<file path="config.mk">
export PLATFORM = sky130hd
export DESIGN_NAME = chroma_phase_gen_flat
export DESIGN_NICKNAME = d
export VERILOG_FILES = /design/src/rtl/chroma_phase_if.sv /design/src/rtl/chroma_phase_gen.sv /design/src/flat_wrapper.sv
export SDC_FILE = /design/constraint.sdc
export NUM_CORES = 1
export LEC_CHECK = 0
export CORE_MARGIN = 2
export CORE_UTILIZATION = 58
export CTS_BUF_LIST = sky130_fd_sc_hd__clkbuf_8
export DETAILED_ROUTE_END_ITERATION = 8
export DONT_BUFFER_PORTS = 1
export PLACE_DENSITY = 0.82
export SYNTH_ARGS = -nofsm -noshare
export SYNTH_HDL_FRONTEND = slang
export SYNTH_SLANG_ARGS = --single-unit
</file>
<file path="constraint.sdc">
create_clock -name clk -period 4.05 [get_ports clk]
set_input_delay 0.81 -clock clk [delete_from_list [all_inputs] [get_ports clk]]
set_output_delay 0.81 -clock clk [all_outputs]
set_load 0.01 [all_outputs]
</file>
<file path="src/rtl/chroma_phase_if.sv">
// Pixel-side bundle for chroma_phase_gen: timing strobes and hue/saturation in,
// phase/amplitude pair out to the sine LUT.
interface chroma_phase_if;
    logic              frame_start;
    logic              line_start;
    logic              burst_en;
    logic              active_en;
    logic [4:0]        hue;
    logic signed [5:0] saturation;
    logic [4:0]        phase;
    logic signed [5:0] amplitude;

    modport master (
        output frame_start, line_start, burst_en, active_en, hue, saturation,
        input  phase, amplitude
    );

    modport slave (
        input  frame_start, line_start, burst_en, active_en, hue, saturation,
        output phase, amplitude
    );
endinterface

</file>
<file path="src/rtl/chroma_phase_gen.sv">
// Colour-subcarrier NCO, burst insertion and PAL V-switch feeding the sine LUT
// with a registered 5-bit phase and signed 6-bit amplitude.
module chroma_phase_gen #(
    parameter int unsigned             ACC_WIDTH        = 32,
    parameter logic [ACC_WIDTH-1:0]    PHASE_INC        = ACC_WIDTH'(32'd396713489),
    parameter bit                      PAL              = 1'b1,
    parameter logic [4:0]              BURST_PHASE_NTSC = 5'd16,
    parameter logic signed [5:0]       BURST_AMPLITUDE  = 6'sd12,
    parameter int unsigned             MAX_BURST_CYCLES = 48
) (
    input  logic           clk,
    input  logic           rst_n,
    chroma_phase_if.slave  bus
);

    localparam int unsigned CNT_W = $clog2(MAX_BURST_CYCLES + 1);
    localparam logic [CNT_W-1:0] BURST_LAST = CNT_W'(MAX_BURST_CYCLES - 1);
    localparam logic signed [5:0] SAT_MIN   = 6'sb100000;
    localparam logic signed [5:0] SAT_CLAMP = 6'sb100001;
    localparam logic [4:0] PAL_BURST_V1 = 5'd20;
    localparam logic [4:0] PAL_BURST_V0 = 5'd12;

    typedef enum logic [1:0] {
        BLANK  = 2'd0,
        BURST  = 2'd1,
        ACTIVE = 2'd2
    } state_t;

    logic [ACC_WIDTH-1:0] acc;
    logic [4:0]           carrier;
    logic                 v_switch;

    state_t               state, state_nxt;
    logic                 burst_done, burst_done_nxt;
    logic [CNT_W-1:0]     burst_cnt, burst_cnt_nxt;

    logic [4:0]           phase_q, phase_nxt;
    logic signed [5:0]    amp_q, amp_nxt;

    assign carrier = acc[ACC_WIDTH-1 -: 5];

    // NOTE: sequential state uses non-blocking assignments so every register
    // samples pre-edge values regardless of process ordering.
    always_ff @(posedge clk or negedge rst_n) begin
        if (!rst_n) begin
            acc <= '0;
        end else begin
            acc <= acc + PHASE_INC;
        end
    end

    // frame_start re-phases the V-switch and wins over a coincident line_start.
    always_ff @(posedge clk or negedge rst_n) begin
        if (!rst_n) begin
            v_switch <= 1'b0;
        end else if (!PAL || bus.frame_start) begin
            v_switch <= 1'b0;
        end else if (bus.line_start) begin
            v_switch <= ~v_switch;
        end
    end

    always_ff @(posedge clk or negedge rst_n) begin
        if (!rst_n) begin
            state      <= BLANK;
            burst_done <= 1'b0;
            burst_cnt  <= '0;
        end else begin
            state      <= state_nxt;
            burst_done <= burst_done_nxt;
            burst_cnt  <= burst_cnt_nxt;
        end
    end

    // NOTE: every combinational output gets a default first so no path
    // through the block can infer a latch.
    always_comb begin
        state_nxt      = state;
        burst_done_nxt = burst_done;
        burst_cnt_nxt  = burst_cnt;
        if (bus.line_start) begin
            state_nxt      = BLANK;
            burst_done_nxt = 1'b0;
            burst_cnt_nxt  = '0;
        end else if (state == BURST) begin
            if (bus.burst_en && (burst_cnt < BURST_LAST)) begin
                burst_cnt_nxt = burst_cnt + CNT_W'(1);
            end else begin
                state_nxt      = BLANK;
                burst_done_nxt = 1'b1;
            end
        end else if (bus.burst_en && !burst_done) begin
            state_nxt     = BURST;
            burst_cnt_nxt = '0;
        end else begin
            state_nxt = bus.active_en ? ACTIVE : BLANK;
        end
    end

    always_comb begin
        phase_nxt = carrier;
        amp_nxt   = '0;
        unique case (state_nxt)
            BURST: begin
                if (PAL) begin
                    phase_nxt = carrier + (v_switch ? PAL_BURST_V1 : PAL_BURST_V0);
                end else begin
                    phase_nxt = carrier + BURST_PHASE_NTSC;
                end
                amp_nxt = BURST_AMPLITUDE;
            end
            ACTIVE: begin
                phase_nxt = carrier + (v_switch ? (5'd0 - bus.hue) : bus.hue);
                // Symmetric LUT range: -32 has no positive counterpart.
                amp_nxt   = (bus.saturation == SAT_MIN) ? SAT_CLAMP : bus.saturation;
            end
            default: begin
                phase_nxt = carrier;
                amp_nxt   = '0;
            end
        endcase
    end

    always_ff @(posedge clk or negedge rst_n) begin
        if (!rst_n) begin
            phase_q <= '0;
            amp_q   <= '0;
        end else begin
            phase_q <= phase_nxt;
            amp_q   <= amp_nxt;
        end
    end

    assign bus.phase     = phase_q;
    assign bus.amplitude = amp_q;

endmodule
</file>
<file path="src/flat_wrapper.sv">
// flat-port wrapper written by rule: the top's interface ports become plain ports
module chroma_phase_gen_flat 
#(
    parameter int unsigned             ACC_WIDTH        = 32,
    parameter logic [ACC_WIDTH-1:0]    PHASE_INC        = ACC_WIDTH'(32'd396713489),
    parameter bit                      PAL              = 1'b1,
    parameter logic [4:0]              BURST_PHASE_NTSC = 5'd16,
    parameter logic signed [5:0]       BURST_AMPLITUDE  = 6'sd12,
    parameter int unsigned             MAX_BURST_CYCLES = 48
)
  (clk, rst_n, bus_frame_start, bus_line_start, bus_burst_en, bus_active_en, bus_hue, bus_saturation, bus_phase, bus_amplitude);
  chroma_phase_if bus_i ();
  input  logic clk;
  input  logic rst_n;
  input wire logic [$bits(bus_i.frame_start)-1:0] bus_frame_start;
  input wire logic [$bits(bus_i.line_start)-1:0] bus_line_start;
  input wire logic [$bits(bus_i.burst_en)-1:0] bus_burst_en;
  input wire logic [$bits(bus_i.active_en)-1:0] bus_active_en;
  input wire logic [$bits(bus_i.hue)-1:0] bus_hue;
  input wire logic [$bits(bus_i.saturation)-1:0] bus_saturation;
  output wire logic [$bits(bus_i.phase)-1:0] bus_phase;
  output wire logic [$bits(bus_i.amplitude)-1:0] bus_amplitude;
  assign bus_i.frame_start = bus_frame_start;
  assign bus_i.line_start = bus_line_start;
  assign bus_i.burst_en = bus_burst_en;
  assign bus_i.active_en = bus_active_en;
  assign bus_i.hue = bus_hue;
  assign bus_i.saturation = bus_saturation;
  assign bus_phase = bus_i.phase;
  assign bus_amplitude = bus_i.amplitude;
  chroma_phase_gen #(.ACC_WIDTH(ACC_WIDTH), .PHASE_INC(PHASE_INC), .PAL(PAL), .BURST_PHASE_NTSC(BURST_PHASE_NTSC), .BURST_AMPLITUDE(BURST_AMPLITUDE), .MAX_BURST_CYCLES(MAX_BURST_CYCLES)) u_core (.clk(clk), .rst_n(rst_n), .bus(bus_i));
endmodule
</file>
==> impl_metrics.toml <==
[route]
drt-pass1-iter-count = 4
vias = 2018
drcViolationCount = 0
routed_wirelength_mm = 4.99
postRouteAntennaNets = 0
avgViaCountPerCell = 5.65
wl_per_cell_um = 14.0
drtIter0Drc = 108

[clock_tree]
clk_path_buf_depth = 2
cts_root_buf = "clkbuf_8"
ctsHoldBuffers = 0
cts_max_level = 2
cts_tree = "done"
clock_sinks = 53
cts_made_buffers = 5
clkLatencyLatePin_ns = 0.30
post_cts_buffers = 0
cts_resized = 0
clk_pin_slew_ns = 0.10

[floorplan]
io_pins = 28
core_sq_um = 4750
die_h_um = 74.5
die_x_um = 74.5
start_util_pct = 60.6
die-area_sq_um = 5540
row_count = 25

[worst_setup_path]
critPathKind = "flip-flop to flip-flop"
cp.required_ns = 4.25
cp_max_fo = 10
startpoint_type = "flip-flop"
cp.arrival_ns = 3.42
crit_path_end_kind = "flip-flop"

[power]
p_seq_share_pct = 58.0
leakagePower_uw = 0.00127
power.share.clock_pct = 38.0
p_total_uw = 940
p_switching_uw = 201
netSwitchingFraction_pct = 21.3
p_int_uw = 739
max-vdd-ir-drop_mv = 0.213
p_comb_share_pct = 4.0
power.density_nw_per_um2 = 310

[logic_synthesis]
ys_ff_latch = 53
synth_top_cell_area_share_pct = 46.1
synthDistinctLibCells = 55
synthTopCellsByArea = "dfrtp_1 46%, xnor2_1 7.6%, o21ai_0 4.7%"
synthCells = 290
synth.avg_cell_area_sq_um = 9.93
ys_seq_area_share_pct = 46.1
synthArstFlopShare_pct = 100
synth.largest_area_cell = "dfrtp_1"
yosysWarnings = 0
syn_area_sq_um = 2880
syn-num-nets = 318
ys.flop_type = "dfrtp_1"
synth-edff-count = 0

[place]
hpwl_mm = 3.65
io_buffers = 0
place_congestion = 0.849

[sta]
final-hold-violation-count = 0
finalSetupTns_ns = 0
worstMarginPinSlew_ns = 0.439
finalMaxSlewViolations = 0
clock_skew_ns = 0.0110
post-route-min-period_ns = 3.23
max_freq_ghz = 0.310
worst_slew_margin_rel_pct = 70.4
finalCritPeriodShare_pct = 79.7
grt_setup_unrepaired = "no"
setup_violations = 0

[grt]
track_usage_pct = 19.5
grt_antenna_before_repair = 0
grt_max_degree = 54
grt_first_pass_wirelength_mm = 8.34
grt_pass1_vias = 1921
overflow = 0

[layout]
post-route-util_pct = 63.8
drive_gt1_share_pct = 6.90
antenna_cells = 0
fillers = 394
regArea_sq_um = 1330
syn_to_final_growth_pct = 5.30
multi_input_area_sq_um = 1450
num-nets-final = 317

[worst_hold_path]
hp-class = "input port to async pin"

[outcome]
status = "completed"

[job]
drv_cap = 0
-- flip-flops by register name (all words and copies together), names as in the netlist --
register / flops
u_core.state: 2
u_core.burst_done: 1
u_core.bus.phase: 5
u_core.v_switch: 1
u_core.acc: 32
u_core.burst_cnt: 6
u_core.bus.amplitude: 6
-- worst max-delay path, stage by stage (launching register included) --
cell and delay [ns]:
dfrtp_1 0.41, ha_1 0.24, and3_1 0.21, o21ai_0 0.32, o2111ai_1 0.22, ha_1 0.35
and2_1 0.18, ha_1 0.19, inv_1 0.07, fa_1 0.21, nor2b_1 0.06, o21ai_0 0.19
nor3b_1 0.21, mux2i_1 0.11, xnor2_1 0.13
-- metrics by stage --
step	hold slack (ns)	area [sq um]	std cells	setup slack, ns
2_1_floorplan	0.460	2880	290	1.02
3_3_place_gp	0.474	2920	349	0.977
4_1_cts	0.174	3030	357	0.818
5_1_grt	0.158	3030	357	0.545
3_5_place_dp	0.482	2920	349	0.873
6_report	0.183	3030	357	0.823
-- final cells by class --
type                    instances  area share [%]
multi-input cells             214            47.9
inverters                      15            1.86
well taps                      67            2.77
flip-flops and latches         53            43.7
clock buffers                   5            2.27
clock inverters                 3            1.44
-- synth_stat cells (4+ instances only) --
cell	number
a21oi_1	19
a31oi_1	4
and2_1	5
clkbuf_1	4
dfrtp_1	53
ha_1	10
inv_1	15
nand2_1	28
nand2b_1	4
nand3_1	7
nor2_1	17
nor2b_1	8
nor3b_1	4
o21ai_0	27
xnor2_1	25
xor2_1	6
-- path summary, 6_finish.rpt --
check	start	end	slack, ns	depth (start not counted)
min	rst_n	u_core.bus.amplitude[5]	0.18	0
min in group clk	u_core.acc[31]	u_core.acc[31]	0.49	1
max reg2reg	u_core.burst_cnt[0]	u_core.bus.phase[4]	0.82	14
min reg2reg	u_core.acc[31]	u_core.acc[31]	0.49	1
max in group asynchronous	rst_n	u_core.acc[19]	3.77	0
max	u_core.burst_cnt[0]	u_core.bus.phase[4]	0.82	14
-- power by group through the flow --
stage,Sequential [uW],Combinational (uW),Clock (uW)
after CTS,545,37.9,366
after global placement,556,35.9,0
after detailed placement,556,37.6,0
after floorplan,553,33.3,0
after global routing,546,43.0,391
final,545,37.6,357
-- routing by layer --
layer	vias up	GRT usage (%)	wire length (um)
li1	1011	-	-
met1	961	24.5	2360
met2	40	33.3	2380
met3	6	4.34	187
met4	0	6.75	60
met5	-	0	0
-- kinds of logic after synthesis --
kind of cell / after synthesis / synth area share, %
flip-flops: 53 / 46.1
buffers and inverters: 23 / 3.48
adder cells (fa/ha/maj): 11 / 5.04
multiplexers: 3 / 1.09
AND/OR/NAND/NOR: 92 / 17.1
XOR/XNOR: 31 / 9.43
AO/OA/AOI/OAI: 77 / 17.8
-- placed cells by master (no fill, tap or decap), types with 2 or more instances in the layout --
master and n:
dfrtp_1 53, nand2_1 28, o21ai_0 27, xnor2_1 25
a21oi_1 19, nor2_1 17, inv_1 15, ha_1 10
nor2b_1 8, nand3_1 7, xor2_1 6, and2_1 5
clkbuf_8 5, a31oi_1 4, nor3b_1 4, nand2b_1 4
and3_1 3, o21ai_1 3, nor3_1 3, nand4b_1 2
o211ai_1 2, a21o_1 2, a22o_1 2, nor4_1 2
o21bai_1 2, mux2i_1 2
Note: power is estimated with default switching activity, not from simulation.
